**config.mk**
```make
export PLATFORM = sky130hd
export DESIGN_NAME = azadi_wb_ctrl
export DESIGN_NICKNAME = d
export VERILOG_FILES = /design/src/rtl/azadi_wb_ctrl_pkg.sv /design/src/rtl/azadi_sync_debounce.sv /design/src/rtl/azadi_wb_ctrl.sv
export SDC_FILE = /design/constraint.sdc
export NUM_CORES = 1
export LEC_CHECK = 0
export BUFFER_PORTS_ARGS = -buffer_cell sky130_fd_sc_hd__buf_2
export CELL_PAD_IN_SITES_DETAIL_PLACEMENT = 0
export CELL_PAD_IN_SITES_GLOBAL_PLACEMENT = 1
export CORE_MARGIN = 8
export CORE_UTILIZATION = 41
export DETAILED_ROUTE_END_ITERATION = 10
export PLACE_DENSITY_LB_ADDON = 0.05
export SLEW_MARGIN = 0
export SYNTH_ARGS = -nofsm -noshare
export SYNTH_HDL_FRONTEND = slang
export SYNTH_SLANG_ARGS = --single-unit
```
**constraint.sdc**
```tcl
create_clock -name wb_clk_i -period 3.5 [get_ports wb_clk_i]
set_input_delay 0.175 -clock wb_clk_i [delete_from_list [all_inputs] [get_ports wb_clk_i]]
set_output_delay 0.175 -clock wb_clk_i [all_outputs]
set_load 0.02 [all_outputs]
```
**src/rtl/azadi_wb_ctrl_pkg.sv**
```systemverilog
// rtl/azadi_wb_ctrl_pkg.sv - register map, CTRL bit indices and reset sequencer states
// Shared by the Wishbone control block and its helpers.
package azadi_wb_ctrl_pkg;

    localparam logic [7:0] CTRL_OFF    = 8'h00;
    localparam logic [7:0] CPB_OFF     = 8'h04;
    localparam logic [7:0] STATUS_OFF  = 8'h08;
    localparam logic [7:0] SCRATCH_OFF = 8'h0C;

    localparam int CTRL_RST_REQ  = 0;
    localparam int CTRL_PROG_OVR = 1;
    localparam int CTRL_PROG_VAL = 2;

    typedef enum logic {
        HOLD = 1'b0,
        RUN  = 1'b1
    } rst_state_e;

    // Byte-lane merge of write data into an existing 32-bit register value.
    function automatic logic [31:0] apply_sel(input logic [31:0] old_val,
                                              input logic [31:0] wdata,
                                              input logic [3:0]  sel);
        logic [31:0] r;
        r = old_val;
        for (int b = 0; b < 4; b++) begin
            if (sel[b]) r[b*8 +: 8] = wdata[b*8 +: 8];
        end
        return r;
    endfunction

endpackage

```
**src/rtl/azadi_sync_debounce.sv**
```systemverilog
// rtl/azadi_sync_debounce.sv - two-flop synchroniser followed by a stability debouncer
// A new level is accepted only after DEBOUNCE consecutive cycles of disagreement.
module azadi_sync_debounce #(
    parameter int DEBOUNCE = 1024
) (
    input  logic wb_clk_i,
    input  logic wb_rst_i,
    input  logic d_i,
    output logic sync_o,
    output logic q_o
);

    localparam int CW = (DEBOUNCE > 1) ? $clog2(DEBOUNCE) : 1;
    localparam logic [CW-1:0] CNT_MAX = CW'(DEBOUNCE - 1);

    logic          meta_q, meta_d;
    logic          sync_q, sync_d;
    logic          deb_q, deb_d;
    logic [CW-1:0] cnt_q, cnt_d;

    always_comb begin
        meta_d = d_i;
        sync_d = meta_q;
        deb_d  = deb_q;
        cnt_d  = '0;
        if (sync_q != deb_q) begin
            if (cnt_q == CNT_MAX) begin
                deb_d = sync_q;
            end else begin
                cnt_d = cnt_q + 1'b1;
            end
        end
    end

    always_ff @(posedge wb_clk_i or posedge wb_rst_i) begin
        if (wb_rst_i) begin
            meta_q <= 1'b0;
            sync_q <= 1'b0;
            deb_q  <= 1'b0;
            cnt_q  <= '0;
        end else begin
            meta_q <= meta_d;
            sync_q <= sync_d;
            deb_q  <= deb_d;
            cnt_q  <= cnt_d;
        end
    end

    assign sync_o = sync_q;
    assign q_o    = deb_q;

endmodule

```
**src/rtl/azadi_wb_ctrl.sv**
```systemverilog
// rtl/azadi_wb_ctrl.sv - Wishbone slave with CPB/CTRL/STATUS/SCRATCH registers
// Drives the stretched SoC reset, UART clks_per_bit and the debounced prog pin.
module azadi_wb_ctrl
    import azadi_wb_ctrl_pkg::*;
#(
    parameter logic [31:0] BASE_ADDR  = 32'h3000_0000,
    parameter int          RST_CYCLES = 16,
    parameter int          DEBOUNCE   = 1024,
    parameter logic [15:0] CPB_RESET  = 16'd868
) (
    input  logic        wb_clk_i,
    input  logic        wb_rst_i,
    input  logic        wbs_stb_i,
    input  logic        wbs_cyc_i,
    input  logic        wbs_we_i,
    input  logic [3:0]  wbs_sel_i,
    input  logic [31:0] wbs_adr_i,
    input  logic [31:0] wbs_dat_i,
    output logic        wbs_ack_o,
    output logic [31:0] wbs_dat_o,
    input  logic        prog_pad_i,
    output logic        prog_o,
    output logic        soc_rst_ni,
    output logic [15:0] clks_per_bit
);

    localparam int RCW = $clog2(RST_CYCLES);
    localparam logic [RCW-1:0] RC_MAX = RCW'(RST_CYCLES - 1);

    logic            ack_q, ack_d;
    logic [31:0]     dat_q, dat_d;
    logic [15:0]     cpb_q, cpb_d;
    logic            ovr_q, ovr_d;
    logic            val_q, val_d;
    logic [31:0]     scratch_q, scratch_d;
    logic            rst_req_q, rst_req_d;
    rst_state_e      state_q, state_d;
    logic [RCW-1:0]  rcnt_q, rcnt_d;
    logic            soc_q, soc_d;
    logic            prog_q, prog_d;

    logic            prog_sync, prog_deb;
    logic            req, wr, rd;
    logic [7:0]      off;
    logic [31:0]     rdata;

    azadi_sync_debounce #(.DEBOUNCE(DEBOUNCE)) u_prog_db (
        .wb_clk_i (wb_clk_i),
        .wb_rst_i (wb_rst_i),
        .d_i      (prog_pad_i),
        .sync_o   (prog_sync),
        .q_o      (prog_deb)
    );

    // A request is taken only while no ack is outstanding, so acks never stack.
    assign req = wbs_stb_i & wbs_cyc_i & ~ack_q & (wbs_adr_i[31:8] == BASE_ADDR[31:8]);
    assign wr  = req & wbs_we_i;
    assign rd  = req & ~wbs_we_i;
    assign off = wbs_adr_i[7:0];

    always_comb begin
        rdata = '0;
        case (off)
            CTRL_OFF:    rdata = {29'b0, val_q, ovr_q, 1'b0};
            CPB_OFF:     rdata = {16'b0, cpb_q};
            STATUS_OFF:  rdata = {29'b0, prog_sync, prog_deb, (state_q == HOLD)};
            SCRATCH_OFF: rdata = scratch_q;
            default:     rdata = '0;
        endcase
    end

    always_comb begin
        ack_d     = req;
        dat_d     = rd ? rdata : '0;
        cpb_d     = cpb_q;
        ovr_d     = ovr_q;
        val_d     = val_q;
        scratch_d = scratch_q;
        rst_req_d = 1'b0;
        if (wr) begin
            case (off)
                CTRL_OFF: begin
                    if (wbs_sel_i[0]) begin
                        rst_req_d = wbs_dat_i[CTRL_RST_REQ];
                        ovr_d     = wbs_dat_i[CTRL_PROG_OVR];
                        val_d     = wbs_dat_i[CTRL_PROG_VAL];
                    end
                end
                CPB_OFF: begin
                    if (wbs_sel_i[0]) cpb_d[7:0]  = wbs_dat_i[7:0];
                    if (wbs_sel_i[1]) cpb_d[15:8] = wbs_dat_i[15:8];
                end
                SCRATCH_OFF: scratch_d = apply_sel(scratch_q, wbs_dat_i, wbs_sel_i);
                default: ;
            endcase
        end
    end

    // The request is staged one cycle so the SoC reset falls two cycles after accept.
    always_comb begin
        state_d = state_q;
        rcnt_d  = rcnt_q;
        if (rst_req_q) begin
            state_d = HOLD;
            rcnt_d  = '0;
        end else if (state_q == HOLD) begin
            if (rcnt_q == RC_MAX) begin
                state_d = RUN;
                rcnt_d  = '0;
            end else begin
                rcnt_d = rcnt_q + 1'b1;
            end
        end
        soc_d  = (state_d == RUN);
        prog_d = ovr_q ? val_q : prog_deb;
    end

    always_ff @(posedge wb_clk_i or posedge wb_rst_i) begin
        if (wb_rst_i) begin
            ack_q     <= 1'b0;
            dat_q     <= '0;
            cpb_q     <= CPB_RESET;
            ovr_q     <= 1'b0;
            val_q     <= 1'b0;
            scratch_q <= '0;
            rst_req_q <= 1'b0;
            state_q   <= HOLD;
            rcnt_q    <= '0;
            soc_q     <= 1'b0;
            prog_q    <= 1'b0;
        end else begin
            ack_q     <= ack_d;
            dat_q     <= dat_d;
            cpb_q     <= cpb_d;
            ovr_q     <= ovr_d;
            val_q     <= val_d;
            scratch_q <= scratch_d;
            rst_req_q <= rst_req_d;
            state_q   <= state_d;
            rcnt_q    <= rcnt_d;
            soc_q     <= soc_d;
            prog_q    <= prog_d;
        end
    end

    assign wbs_ack_o    = ack_q;
    assign wbs_dat_o    = dat_q;
    assign clks_per_bit = cpb_q;
    assign soc_rst_ni   = soc_q;
    assign prog_o       = prog_q;

endmodule

```
==> run_summary.xml, run 1 <==
<?xml version="1.0" encoding="UTF-8"?>
<metrics>
  <group name="run_status">
    <metric name="status" unit="">finished, final reports clean</metric>
  </group>
  <group name="placement">
    <metric name="place.detailed.hpwl" unit="microns">7090</metric>
    <metric name="port-buffer-count" unit="">124</metric>
    <metric name="placed_cell_area" unit="sq um">5060</metric>
    <metric name="dpl_worst_slack" unit="ps">1050</metric>
    <metric name="finalWeightedCongestion" unit="">0.718</metric>
  </group>
  <group name="routing">
    <metric name="drc_errors" unit="">0</metric>
    <metric name="route.detailed.vias_per_inst" unit="">4.91</metric>
    <metric name="final_antenna_net_count" unit="">0</metric>
    <metric name="drt_iter0_drc" unit="">128</metric>
    <metric name="route.final.wire_length" unit="microns">9710</metric>
    <metric name="route.detailed.wl_per_inst" unit="microns">16.8</metric>
    <metric name="detail_route.first_pass.iterations" unit="">4</metric>
    <metric name="detailroute.via_count" unit="">2838</metric>
  </group>
  <group name="sta">
    <metric name="setup_viol_count_final" unit="">0</metric>
    <metric name="slew_headroom" unit="">0.507</metric>
    <metric name="tightestPinTransition" unit="ps">740</metric>
    <metric name="final.period_utilization" unit="">0.652</metric>
    <metric name="maximum_clock_frequency" unit="MHz">438</metric>
    <metric name="layout_setup_ws" unit="ps">1220</metric>
    <metric name="final_max_slew_viol_count" unit="">0</metric>
    <metric name="post-route-min-period" unit="ps">2280</metric>
    <metric name="report.final.hold_viol_count" unit="">0</metric>
    <metric name="rsz0062_at_grt" unit="">no</metric>
    <metric name="setup_total_negative_slack" unit="ps">0</metric>
    <metric name="worst_clock_skew" unit="ps">11.9</metric>
  </group>
  <group name="worst_hold_path">
    <metric name="timing.hold.worst_endpoint" unit="">scratch_q[23]$_DFFE_PP0P_</metric>
    <metric name="hold_path.class" unit="">in -&gt; reg</metric>
    <metric name="worst_hold_path_stage_count" unit="">2</metric>
    <metric name="worst_hold_startpoint" unit="">wbs_dat_i[23]</metric>
  </group>
  <group name="pwr">
    <metric name="leakage_power" unit="nW">2.77</metric>
    <metric name="finalPower" unit="mW">2.11</metric>
    <metric name="vdd.ir_drop.worst" unit="mV">0.184</metric>
    <metric name="pwr_density_cell" unit="nW/um^2">398</metric>
  </group>
  <group name="setup_path">
    <metric name="r2r_slack" unit="ps">1220</metric>
    <metric name="critPathLaunchType" unit="">flop</metric>
    <metric name="crit_path_max_fanout" unit="">15</metric>
    <metric name="criticalPathCategory" unit="">reg -&gt; reg</metric>
    <metric name="critical_path_arrival" unit="ps">2540</metric>
    <metric name="rr_startpoint" unit="">wbs_ack_o$_DFF_PP0_</metric>
    <metric name="worstReg2RegEnd" unit="">wbs_dat_o[14]$_DFF_PP0_</metric>
    <metric name="worst_r2r_path_depth" unit="">5</metric>
    <metric name="crit_path_end_kind" unit="">flop</metric>
    <metric name="worstPathRequired" unit="ps">3760</metric>
  </group>
  <group name="clock_tree">
    <metric name="clock_tree.root_cell" unit="">sky130_fd_sc_hd__clkbuf_8</metric>
    <metric name="cts_tree" unit="">built</metric>
    <metric name="clock_sinks" unit="">103</metric>
    <metric name="cts.htree.levels" unit="">3</metric>
    <metric name="insertion_delay" unit="ps">350</metric>
    <metric name="cts-resized-gates" unit="">0</metric>
    <metric name="cts-buffers-inserted" unit="">9</metric>
    <metric name="worst_setup_hold_path_clk_slew" unit="ps">110</metric>
    <metric name="cts_buffer_depth" unit="">2</metric>
  </group>
  <group name="floorplan">
    <metric name="chipWidth" unit="microns">118</metric>
    <metric name="initial_core_util" unit="">0.418</metric>
    <metric name="fp.dieArea" unit="sq um">14000</metric>
    <metric name="design.portCount" unit="">125</metric>
    <metric name="die_h" unit="microns">118</metric>
    <metric name="placementRows" unit="">37</metric>
    <metric name="fp.coreArea" unit="sq um">10200</metric>
  </group>
  <group name="job">
    <metric name="drv.max_cap_violation_count" unit="">0</metric>
  </group>
  <group name="global_route">
    <metric name="global_route.usage.met2" unit="">0.227</metric>
    <metric name="grt_pass1_vias" unit="">3163</metric>
    <metric name="number_of_antenna_violations_at_the_first_check_in_global_routing" unit="">1</metric>
    <metric name="most_utilized_layer_in_the_global_route_result" unit="">met2</metric>
    <metric name="grt_pass1_wl" unit="microns">16100</metric>
    <metric name="globalRouteMet1Util" unit="">0.171</metric>
    <metric name="globalRouteTotalUtil" unit="">0.143</metric>
    <metric name="globalRouteOverflowTotal" unit="">0</metric>
    <metric name="grt_start_max_net_pins" unit="">62</metric>
    <metric name="routing_usage_on_met3" unit="">0.0595</metric>
  </group>
  <group name="finish">
    <metric name="layout.cells.most_common_list" unit="">sky130_fd_sc_hd__buf_2, sky130_fd_sc_hd__dfrtp_1, sky130_fd_sc_hd__mux2_2, sky130_fd_sc_hd__nor2_1, sky130_fd_sc_hd__and2_2</metric>
    <metric name="fillCellCount" unit="">943</metric>
    <metric name="finish.net_count" unit="">513</metric>
    <metric name="drive_above_1_share" unit="">0.520</metric>
    <metric name="area_growth_from_synthesis_to_layout" unit="%">23.7</metric>
    <metric name="diodes" unit="">0</metric>
    <metric name="post-route-cell-area" unit="sq um">5290</metric>
    <metric name="final_common_cell" unit="">sky130_fd_sc_hd__buf_2</metric>
    <metric name="utilization" unit="">0.517</metric>
  </group>
  <group name="yosys">
    <metric name="number_of_synthesized_flops_with_an_enable_pin" unit="">0</metric>
    <metric name="syn-instance-count" unit="">306</metric>
    <metric name="synth_sequential_area_ratio" unit="">0.604</metric>
    <metric name="synth.distinct_cells" unit="">36</metric>
    <metric name="synth_nets" unit="">382</metric>
    <metric name="flops_latches_synth" unit="">103</metric>
    <metric name="synth_top_flop_cell" unit="">sky130_fd_sc_hd__dfrtp_1</metric>
    <metric name="synthesis.area" unit="sq um">4280</metric>
    <metric name="yosysWarningCount" unit="">0</metric>
    <metric name="synth_async_sr_flop_share" unit="">1.00</metric>
    <metric name="post_synth.cell_area_avg" unit="sq um">14.0</metric>
  </group>
</metrics>
[per-layer routing]
metal	vias to the layer above	share of wire
met1	1381	0.43
met3	11	0.083
met4	2	0.012
li1	1346	-
met2	98	0.47
met5	-	0.0013
[flip-flops by register name, indices dropped and copies added, names as in the netlist]
| register | count |
|---|---|
| u_prog_db.meta_q | 1 |
| scratch_q | 32 |
| u_prog_db.cnt_q | 10 |
| rcnt_q | 4 |
| wbs_ack_o | 1 |
| u_prog_db.q_o | 1 |
| val_q | 1 |
| wbs_dat_o | 32 |
| soc_rst_ni | 1 |
| clks_per_bit | 16 |
| u_prog_db.sync_o | 1 |
| ovr_q | 1 |
| rst_req_q | 1 |
| prog_o | 1 |
[what timing repair did]
| item | CTS | global route |
|---|---|---|
| hold endpoints to repair | 58 | 0 |
| setup buffers | 0 | 0 |
| hold buffers | 2 | 0 |
[metrics by stage]
step / cells / hold slack (ps)
floorplan: 306 / 206
global route: 578 / 23.1
CTS: 578 / 19.3
detailed placement: 560 / 286
finish: 578 / 35.5
global placement: 560 / 285
[how the worst max path moves through the flow]
stage	start	endpoint	slack (ps)
floorplan	wb_rst_i	clks_per_bit[0]$_DFFE_PP0P_	630
global placement	wbs_adr_i[5]	wbs_dat_o[8]$_DFF_PP0_	1120
detailed placement	wbs_adr_i[5]	wbs_dat_o[14]$_DFF_PP0_	1050
CTS	wbs_ack_o$_DFF_PP0_	wbs_dat_o[14]$_DFF_PP0_	1210
global route	wbs_ack_o$_DFF_PP0_	wbs_dat_o[14]$_DFF_PP0_	1050
finish	wbs_ack_o$_DFF_PP0_	wbs_dat_o[14]$_DFF_PP0_	1220
[power by group]
group / total (mW) / internal (mW) / switching [mW]
combinational: 0.105 / 0.0457 / 0.0591
sequential: 1.20 / 1.19 / 0.00334
clock: 0.805 / 0.405 / 0.400
total: 2.11 / 1.64 / 0.462
[cells in the mapped netlist (2+ instances only)]
master	number	area [sq um]
sky130_fd_sc_hd__ha_1	2	25.0
sky130_fd_sc_hd__a21oi_1	5	25.0
sky130_fd_sc_hd__nand3_1	7	35.0
sky130_fd_sc_hd__buf_2	3	15.0
sky130_fd_sc_hd__and2_2	16	120
sky130_fd_sc_hd__nand2_1	7	26.3
sky130_fd_sc_hd__mux4_2	2	45.0
sky130_fd_sc_hd__mux2_2	53	597
sky130_fd_sc_hd__xnor2_1	7	61.3
sky130_fd_sc_hd__dfstp_2	5	131
sky130_fd_sc_hd__nor2_1	18	67.6
sky130_fd_sc_hd__xor2_1	2	17.5
sky130_fd_sc_hd__inv_1	3	11.3
sky130_fd_sc_hd__nor4_4	6	128
sky130_fd_sc_hd__nand4_1	6	37.5
sky130_fd_sc_hd__nor3b_1	14	105
sky130_fd_sc_hd__dfrtp_1	98	2450
sky130_fd_sc_hd__nor3_1	4	20.0
sky130_fd_sc_hd__mux2i_1	14	140
sky130_fd_sc_hd__o21ai_0	2	10.0
sky130_fd_sc_hd__clkbuf_1	5	18.8
sky130_fd_sc_hd__nor4_1	8	50.1
sky130_fd_sc_hd__nor2b_1	4	25.0
sky130_fd_sc_hd__or3_2	2	15.0
sky130_fd_sc_hd__or3_1	2	12.5
[layout make-up]
| cell class | count | area [sq um] | area share |
|---|---|---|---|
| Timing Repair Buffer | 131 | 678 | 0.128 |
| Clock buffer | 11 | 131 | 0.0248 |
| Inverter | 3 | 13.8 | 0.00260 |
| Multi-Input combinational cell | 189 | 1630 | 0.309 |
| Sequential cell | 103 | 2580 | 0.488 |
| Clock inverter | 5 | 81.3 | 0.0154 |
| Tap cell | 136 | 170 | 0.0322 |
[worst max-delay path, cell delays in order (launching register included)]
cell and delay [ps]:
sky130_fd_sc_hd__dfrtp_1 420, sky130_fd_sc_hd__nor4bb_1 270, sky130_fd_sc_hd__nand4_1 120, sky130_fd_sc_hd__buf_4 230, sky130_fd_sc_hd__or4_1 810, sky130_fd_sc_hd__nor3b_1 320
[cells by family after synthesis]
group / Yosys count / share of synthesized area
and+or+nand+nor: 99 / 0.159
AOI/OAI and AO/OA: 10 / 0.0137
DFF: 103 / 0.604
xor gates and xnor gates: 9 / 0.0184
buffers and inverters: 14 / 0.0158
muxes: 69 / 0.183
adders and majority gates: 2 / 0.00585
Note: power is estimated with default switching activity, not from simulation.
==> run 2, diff against run 1 <==
Settings changed: CORE_UTILIZATION 41 to 37.
Clock period 3.5 ns to 1.9 ns, I/O delays scaled along.
==> run 2 against run 1 <==
Against the previous run:
- clock skew shrank 7.6 ps
- count of clock-buffer cells in the layout grew 2
- highest routed layer unchanged
- register-to-register slack lost 1200 ps
- maximum frequency grew 23%
- critical endpoint is now scratch_q[7]$_DFFE_PP0P_
- wire length grew 7.3%
- worst hold slack lost 18 ps
- non-clock buffer count grew 44
- critical path type unchanged
==> run_summary.xml, run 2 (synthesis gave the netlist of run 1 again) <==
<?xml version="1.0" encoding="UTF-8"?>
<metrics>
  <group name="run_status">
    <metric name="status" unit="">finished, final reports clean</metric>
  </group>
  <group name="global_route">
    <metric name="grt_start_max_net_pins" unit="">60</metric>
    <metric name="number_of_antenna_violations_at_the_first_check_in_global_routing" unit="">2</metric>
    <metric name="grt_pass1_wl" unit="microns">16200</metric>
    <metric name="grt_pass1_vias" unit="">3292</metric>
    <metric name="globalRouteOverflowTotal" unit="">0</metric>
    <metric name="globalRouteTotalUtil" unit="">0.138</metric>
  </group>
  <group name="sta">
    <metric name="final.period_utilization" unit="">0.974</metric>
    <metric name="rsz0062_at_grt" unit="">yes</metric>
    <metric name="slew_headroom" unit="">0.619</metric>
    <metric name="setup_viol_count_final" unit="">0</metric>
    <metric name="post-route-min-period" unit="ps">1850</metric>
    <metric name="worst_clock_skew" unit="ps">4.35</metric>
    <metric name="maximum_clock_frequency" unit="MHz">540</metric>
    <metric name="report.final.hold_viol_count" unit="">0</metric>
    <metric name="final_max_slew_viol_count" unit="">0</metric>
    <metric name="tightestPinTransition" unit="ps">572</metric>
    <metric name="layout_setup_ws" unit="ps">48.9</metric>
  </group>
  <group name="setup_path">
    <metric name="worstReg2RegEnd" unit="">scratch_q[7]$_DFFE_PP0P_</metric>
    <metric name="cp_num_cells" unit="">6</metric>
    <metric name="critical_path.startpoint" unit="">wbs_ack_o$_DFF_PP0_</metric>
    <metric name="worst_r2r_path_depth" unit="">6</metric>
    <metric name="crit_buf_inv" unit="">2</metric>
    <metric name="max_stage_delay" unit="ps">390</metric>
    <metric name="critical_path_arrival" unit="ps">2070</metric>
    <metric name="crit_path_end_kind" unit="">flop</metric>
    <metric name="worst_path_max_delay_cell" unit="">sky130_fd_sc_hd__dfrtp_1</metric>
    <metric name="crit_path_cell_trace" unit="">nor4bb_2 &gt; nand4_1 &gt; buf_6 &gt; nor4_4 &gt; buf_6 &gt; mux2_2</metric>
    <metric name="crit_path_max_fanout" unit="">11</metric>
    <metric name="criticalPathCategory" unit="">reg -&gt; reg</metric>
    <metric name="setup.worst_path.end" unit="">scratch_q[7]$_DFFE_PP0P_</metric>
    <metric name="r2r_slack" unit="ps">50</metric>
    <metric name="critPathLaunchType" unit="">flop</metric>
    <metric name="worstPathRequired" unit="ps">2120</metric>
    <metric name="rr_startpoint" unit="">wbs_ack_o$_DFF_PP0_</metric>
    <metric name="critPathMostFrequentCell" unit="">sky130_fd_sc_hd__buf_6</metric>
    <metric name="kind_of_cell_with_the_highest_combined_delay_on_the_critical_path" unit="">simple AND/OR/NAND/NOR gates</metric>
  </group>
  <group name="finish">
    <metric name="drive_above_1_share" unit="">0.516</metric>
    <metric name="area_growth_from_synthesis_to_layout" unit="%">39.2</metric>
    <metric name="final_common_cell" unit="">sky130_fd_sc_hd__buf_2</metric>
    <metric name="layout.cells.most_common_list" unit="">sky130_fd_sc_hd__buf_2, sky130_fd_sc_hd__dfrtp_1, sky130_fd_sc_hd__dlygate4sd3_1, sky130_fd_sc_hd__mux2_4, sky130_fd_sc_hd__mux2_2</metric>
    <metric name="finish.net_count" unit="">557</metric>
    <metric name="fillCellCount" unit="">1011</metric>
    <metric name="seqCellArea" unit="sq um">2580</metric>
    <metric name="area_taken_by_multi_input_logic_gates" unit="sq um">1780</metric>
  </group>
  <group name="floorplan">
    <metric name="fp.dieArea" unit="sq um">15300</metric>
    <metric name="fp.coreArea" unit="sq um">11400</metric>
    <metric name="design.portCount" unit="">125</metric>
    <metric name="initial_core_util" unit="">0.376</metric>
    <metric name="placementRows" unit="">39</metric>
    <metric name="chipWidth" unit="microns">124</metric>
    <metric name="die_h" unit="microns">124</metric>
  </group>
  <group name="worst_hold_path">
    <metric name="hold_path.class" unit="">in -&gt; reg</metric>
  </group>
  <group name="clock_tree">
    <metric name="cts.repair_timing.setup_buffer_count" unit="">0</metric>
    <metric name="worst_setup_hold_path_clk_slew" unit="ps">60</metric>
    <metric name="clock_tree.root_cell" unit="">sky130_fd_sc_hd__clkbuf_16</metric>
    <metric name="cts_tree" unit="">built</metric>
    <metric name="cts.htree.levels" unit="">3</metric>
    <metric name="cts_buffer_depth" unit="">2</metric>
    <metric name="cts-buffers-inserted" unit="">9</metric>
    <metric name="insertion_delay" unit="ps">340</metric>
    <metric name="clock_sinks" unit="">103</metric>
  </group>
  <group name="placement">
    <metric name="finalWeightedCongestion" unit="">0.712</metric>
    <metric name="place.detailed.hpwl" unit="microns">7220</metric>
    <metric name="dpl_worst_slack" unit="ps">-36.4</metric>
    <metric name="port-buffer-count" unit="">124</metric>
  </group>
  <group name="routing">
    <metric name="detailroute.via_count" unit="">3048</metric>
    <metric name="drt_iter0_drc" unit="">98</metric>
    <metric name="detail_route.first_pass.iterations" unit="">4</metric>
    <metric name="route.detailed.vias_per_inst" unit="">4.84</metric>
    <metric name="route.final.wire_length" unit="microns">10400</metric>
    <metric name="drc_errors" unit="">0</metric>
    <metric name="route.detailed.wl_per_inst" unit="microns">16.5</metric>
    <metric name="final_antenna_net_count" unit="">0</metric>
  </group>
  <group name="pwr">
    <metric name="pwr_density_cell" unit="nW/um^2">703</metric>
    <metric name="finalPower" unit="mW">4.19</metric>
    <metric name="leakage_power" unit="nW">3.06</metric>
    <metric name="vdd.ir_drop.worst" unit="mV">0.451</metric>
  </group>
  <group name="job">
    <metric name="drv.max_cap_violation_count" unit="">0</metric>
  </group>
</metrics>
run 2: worst min-delay path by stage:
stage	start	end	cells after the start
floorplan	prog_pad_i	u_prog_db.meta_q$_DFF_PP0_	0
global placement	wb_rst_i	wbs_dat_o[19]$_DFF_PP0_	3
detailed placement	prog_pad_i	u_prog_db.meta_q$_DFF_PP0_	1
CTS	wbs_dat_i[0]	rst_req_q$_DFF_PP0_	3
global route	wbs_dat_i[15]	scratch_q[15]$_DFFE_PP0P_	2
finish	wbs_dat_i[15]	scratch_q[15]$_DFFE_PP0P_	2
run 2: through the flow:
| stage | hold WS, ps | std cells | TNS, ps | area, sq um | utilization |
|---|---|---|---|---|---|
| after global routing | 8.38 | 630 | -2200 | 5950 | 0.524 |
| after CTS | 1.07 | 629 | 0 | 5820 | 0.512 |
| after floorplan | 126 | 306 | -86.0 | 4290 | - |
| final | 17.7 | 630 | 0 | 5950 | 0.524 |
| after global placement | 208 | 583 | -909 | 5210 | 0.458 |
| after detailed placement | 205 | 583 | -714 | 5210 | 0.458 |
run 2: routing by layer:
layer  track usage  part of all wire  vias up
met5             0            0.0012        -
met4        0.0617             0.017        2
met3        0.0571             0.094       16
met2         0.214              0.45      100
met1         0.165              0.43     1487
li1              -                 -     1443
run 2: where the power goes:
part	switching (mW)	total, mW	internal (mW)
Clock	0.766	1.72	0.959
Combinational	0.121	0.254	0.133
Sequential	0.00644	2.21	2.20
Total	0.893	4.19	3.29
run 2: repair_timing:
item,CTS,global route
gates resized for setup,8,33
setup endpoints to repair,47,80
pin swaps,2,1
endpoints found under the hold margin,138,0
hold buffers,30,0
gates cloned,0,0
run 2: cell type report:
class                           instances  area share
Antenna cell                            1    0.000420
Clock buffer                           13      0.0437
Clock inverter                          3     0.00315
Inverter                                3     0.00252
Multi-Input combinational cell        189       0.299
Sequential cell                       103       0.434
Tap cell                              143      0.0300
Timing Repair Buffer                  175       0.188
==> run 3, diff against run 2 <==
Settings changed: ABC_AREA set to 1, CORE_UTILIZATION 37 to 35.
==> run 3 against run 2 <==
Against the previous run:
- clock skew rose by 7.3 ps
- largest power group unchanged
- die area rose by 11%
- highest routed layer is now met4
- critical endpoint is now scratch_q[19]$_DFFE_PP0P_
- critical path type unchanged
- flip-flop and latch count stayed put
- largest cell class unchanged
- register-to-register slack better by 200 ps
==> run_summary.xml, run 3 <==
<?xml version="1.0" encoding="UTF-8"?>
<metrics>
  <group name="run_status">
    <metric name="status" unit="">finished, final reports clean</metric>
  </group>
  <group name="finish">
    <metric name="layout.cells.most_common_list" unit="">sky130_fd_sc_hd__nand2_1, sky130_fd_sc_hd__buf_2, sky130_fd_sc_hd__dfrtp_1, sky130_fd_sc_hd__nor2_1, sky130_fd_sc_hd__nand3_1</metric>
    <metric name="final_common_cell" unit="">sky130_fd_sc_hd__nand2_1</metric>
    <metric name="utilization" unit="">0.478</metric>
    <metric name="finish.net_count" unit="">774</metric>
    <metric name="area_taken_by_multi_input_logic_gates" unit="sq um">1760</metric>
    <metric name="drive_above_1_share" unit="">0.257</metric>
    <metric name="diodes" unit="">0</metric>
    <metric name="seqCellArea" unit="sq um">2580</metric>
    <metric name="area_growth_from_synthesis_to_layout" unit="%">33.2</metric>
    <metric name="fillCellCount" unit="">1269</metric>
  </group>
  <group name="yosys">
    <metric name="post_synth.cell_area_avg" unit="sq um">8.54</metric>
    <metric name="synth_top_area_frac" unit="">0.539</metric>
    <metric name="top_count_cell_post_synth" unit="">sky130_fd_sc_hd__nand2_1</metric>
    <metric name="synth_sequential_area_ratio" unit="">0.568</metric>
    <metric name="synth_area_leader_cell" unit="">sky130_fd_sc_hd__dfrtp_1</metric>
    <metric name="yosysWarningCount" unit="">0</metric>
    <metric name="number_of_synthesized_flops_with_an_enable_pin" unit="">0</metric>
    <metric name="synth.distinct_cells" unit="">27</metric>
    <metric name="synth_commonest_cells" unit="">sky130_fd_sc_hd__nand2_1, sky130_fd_sc_hd__dfrtp_1, sky130_fd_sc_hd__nor2_1</metric>
    <metric name="synth_nets" unit="">609</metric>
    <metric name="synth_top_flop_cell" unit="">sky130_fd_sc_hd__dfrtp_1</metric>
    <metric name="yosys-top-cells-area" unit="">sky130_fd_sc_hd__dfrtp_1, sky130_fd_sc_hd__nand2_1, sky130_fd_sc_hd__nand3_1, sky130_fd_sc_hd__nor2_1, sky130_fd_sc_hd__dfstp_2</metric>
    <metric name="synth_async_sr_flop_share" unit="">1.00</metric>
    <metric name="synthesis.area" unit="sq um">4550</metric>
    <metric name="syn-instance-count" unit="">533</metric>
    <metric name="flops_latches_synth" unit="">103</metric>
  </group>
  <group name="sta">
    <metric name="worst_clock_skew" unit="ps">11.6</metric>
    <metric name="setup_viol_count_final" unit="">0</metric>
    <metric name="rsz0062_at_grt" unit="">no</metric>
    <metric name="post-route-min-period" unit="ps">1650</metric>
    <metric name="setup_total_negative_slack" unit="ps">0</metric>
    <metric name="tightestPinTransition" unit="ps">553</metric>
    <metric name="slew_headroom" unit="">0.631</metric>
    <metric name="final_max_slew_viol_count" unit="">0</metric>
    <metric name="report.final.hold_viol_count" unit="">0</metric>
    <metric name="final.period_utilization" unit="">0.870</metric>
    <metric name="maximum_clock_frequency" unit="MHz">605</metric>
  </group>
  <group name="routing">
    <metric name="route.detailed.vias_per_inst" unit="">4.56</metric>
    <metric name="dr_wl_met2" unit="microns">5880</metric>
    <metric name="drt_iter0_drc" unit="">204</metric>
    <metric name="final_antenna_net_count" unit="">0</metric>
    <metric name="detailed_routed_wire_length_on_met3" unit="microns">740</metric>
    <metric name="detailroute.via_count" unit="">3993</metric>
    <metric name="wl_met1" unit="microns">5490</metric>
    <metric name="route.top_layer_used" unit="">met4</metric>
    <metric name="drc_errors" unit="">0</metric>
    <metric name="route.detailed.wl_per_inst" unit="microns">14.0</metric>
    <metric name="detail_route.first_pass.iterations" unit="">6</metric>
    <metric name="route.final.wire_length" unit="microns">12200</metric>
  </group>
  <group name="floorplan">
    <metric name="initial_core_util" unit="">0.359</metric>
    <metric name="fp.dieArea" unit="sq um">16900</metric>
    <metric name="fp.coreArea" unit="sq um">12700</metric>
    <metric name="chipWidth" unit="microns">130</metric>
    <metric name="placementRows" unit="">41</metric>
    <metric name="die_h" unit="microns">130</metric>
    <metric name="design.portCount" unit="">125</metric>
  </group>
  <group name="clock_tree">
    <metric name="insertion_delay" unit="ps">350</metric>
    <metric name="clock_tree.root_cell" unit="">sky130_fd_sc_hd__clkbuf_16</metric>
    <metric name="cts.repair_timing.setup_buffer_count" unit="">0</metric>
    <metric name="clock_sinks" unit="">103</metric>
    <metric name="worst_setup_hold_path_clk_slew" unit="ps">70</metric>
    <metric name="cts_buffer_depth" unit="">2</metric>
    <metric name="cts.htree.levels" unit="">3</metric>
    <metric name="cts-buffers-inserted" unit="">9</metric>
    <metric name="cts_tree" unit="">built</metric>
    <metric name="cts-resized-gates" unit="">0</metric>
    <metric name="number_of_buffers_added_to_fix_hold_violations_after_cts" unit="">33</metric>
  </group>
  <group name="pwr">
    <metric name="vdd.ir_drop.worst" unit="mV">0.519</metric>
    <metric name="pwr_density_cell" unit="nW/um^2">710</metric>
    <metric name="leakage_power" unit="nW">3.21</metric>
  </group>
  <group name="setup_path">
    <metric name="worstPathRequired" unit="ps">2130</metric>
    <metric name="crit_path_end_kind" unit="">flop</metric>
    <metric name="crit_path_max_fanout" unit="">18</metric>
    <metric name="critical_path_arrival" unit="ps">1880</metric>
    <metric name="critPathLaunchType" unit="">flop</metric>
    <metric name="criticalPathCategory" unit="">reg -&gt; reg</metric>
  </group>
  <group name="global_route">
    <metric name="grt_pass1_vias" unit="">4123</metric>
    <metric name="number_of_antenna_violations_at_the_first_check_in_global_routing" unit="">0</metric>
    <metric name="grt_pass1_wl" unit="microns">20500</metric>
    <metric name="globalRouteOverflowTotal" unit="">0</metric>
    <metric name="grt_start_max_net_pins" unit="">47</metric>
    <metric name="globalRouteTotalUtil" unit="">0.154</metric>
  </group>
  <group name="placement">
    <metric name="port-buffer-count" unit="">124</metric>
    <metric name="finalWeightedCongestion" unit="">0.753</metric>
    <metric name="place.detailed.hpwl" unit="microns">8750</metric>
  </group>
  <group name="job">
    <metric name="drv.max_cap_violation_count" unit="">0</metric>
  </group>
  <group name="worst_hold_path">
    <metric name="hold_path.class" unit="">in -&gt; reg</metric>
  </group>
</metrics>
-- run 3: cell types whose count changed after synthesis, moves of 16 or more --
cell                      delta
sky130_fd_sc_hd__nand3_1    +55
sky130_fd_sc_hd__nor2_1     +50
sky130_fd_sc_hd__nand2_1   +182
sky130_fd_sc_hd__inv_1      +26
sky130_fd_sc_hd__mux2_2     -53
sky130_fd_sc_hd__and2_2     -16
-- run 3: worst paths after layout --
kind,depth (start not counted),slack [ps],endpoint,startpoint
worst max-delay path,10,250,scratch_q[19]$_DFFE_PP0P_,wbs_ack_o$_DFF_PP0_
worst min-delay path,3,30,ovr_q$_DFFE_PP0P_,wbs_dat_i[1]
worst max register to register,10,250,scratch_q[19]$_DFFE_PP0P_,wbs_ack_o$_DFF_PP0_
worst min register to register,0,370,u_prog_db.sync_o$_DFF_PP0_,u_prog_db.meta_q$_DFF_PP0_
max in group asynchronous,4,950,clks_per_bit[9]$_DFFE_PP1P_,wb_rst_i
min in group asynchronous,3,320,u_prog_db.meta_q$_DFF_PP0_,wb_rst_i
-- run 3: worst max-delay path, cell delays in order, from the launching register on --
cell and delay (ps):
sky130_fd_sc_hd__dfrtp_1 410, sky130_fd_sc_hd__inv_1 60, sky130_fd_sc_hd__nand2_1 40, sky130_fd_sc_hd__nor2_1 80, sky130_fd_sc_hd__nand2_1 50, sky130_fd_sc_hd__nor2_1 180, sky130_fd_sc_hd__nand3_4 140, sky130_fd_sc_hd__inv_2 260
sky130_fd_sc_hd__nand2_2 180, sky130_fd_sc_hd__nand2_1 90, sky130_fd_sc_hd__nand2_1 50
-- run 3: per-layer routing --
| layer | global-route usage | vias to the layer above |
|---|---|---|
| met5 | 0 | - |
| met4 | 0.0533 | 0 |
| met3 | 0.0432 | 9 |
| met2 | 0.247 | 86 |
| met1 | 0.195 | 1886 |
| li1 | - | 2012 |
-- run 3: cell families after synthesis --
group	synth area share
and+or+nand+nor	0.339
adders and majority gates	0.00550
buffers and inverters	0.0470
DFF	0.568
xor gates and xnor gates	0.0115
AOI/OAI and AO/OA	0.0291
-- run 3: power breakdown --
group          internal (mW)  switching (mW)  total (mW)
clock                   1.01           0.823        1.83
sequential              2.20         0.00510        2.20
combinational          0.130           0.139       0.269
total                   3.33           0.968        4.30
-- run 3: final cells by class --
class                           count  area share
Multi-Input combinational cell    383       0.290
Timing Repair Buffer              167       0.178
Inverter                           34      0.0217
Sequential cell                   103       0.426
Clock buffer                       13      0.0446
Clock inverter                      3     0.00413
Tap cell                          172      0.0355
-- run 3: through the flow --
stage          cell area, sq um  power, mW  std cells  setup WS [ps]  hold WS, ps
5_1_grt                    6060       4.50        875           18.0         46.4
3_3_place_gp               5440       2.47        826            285          144
2_1_floorplan              4550       2.33        533            418          126
6_report                   6060       4.30        875            246         31.5
4_1_cts                    6060       4.37        875            222         16.5
3_5_place_dp               5440       2.47        826            232          138
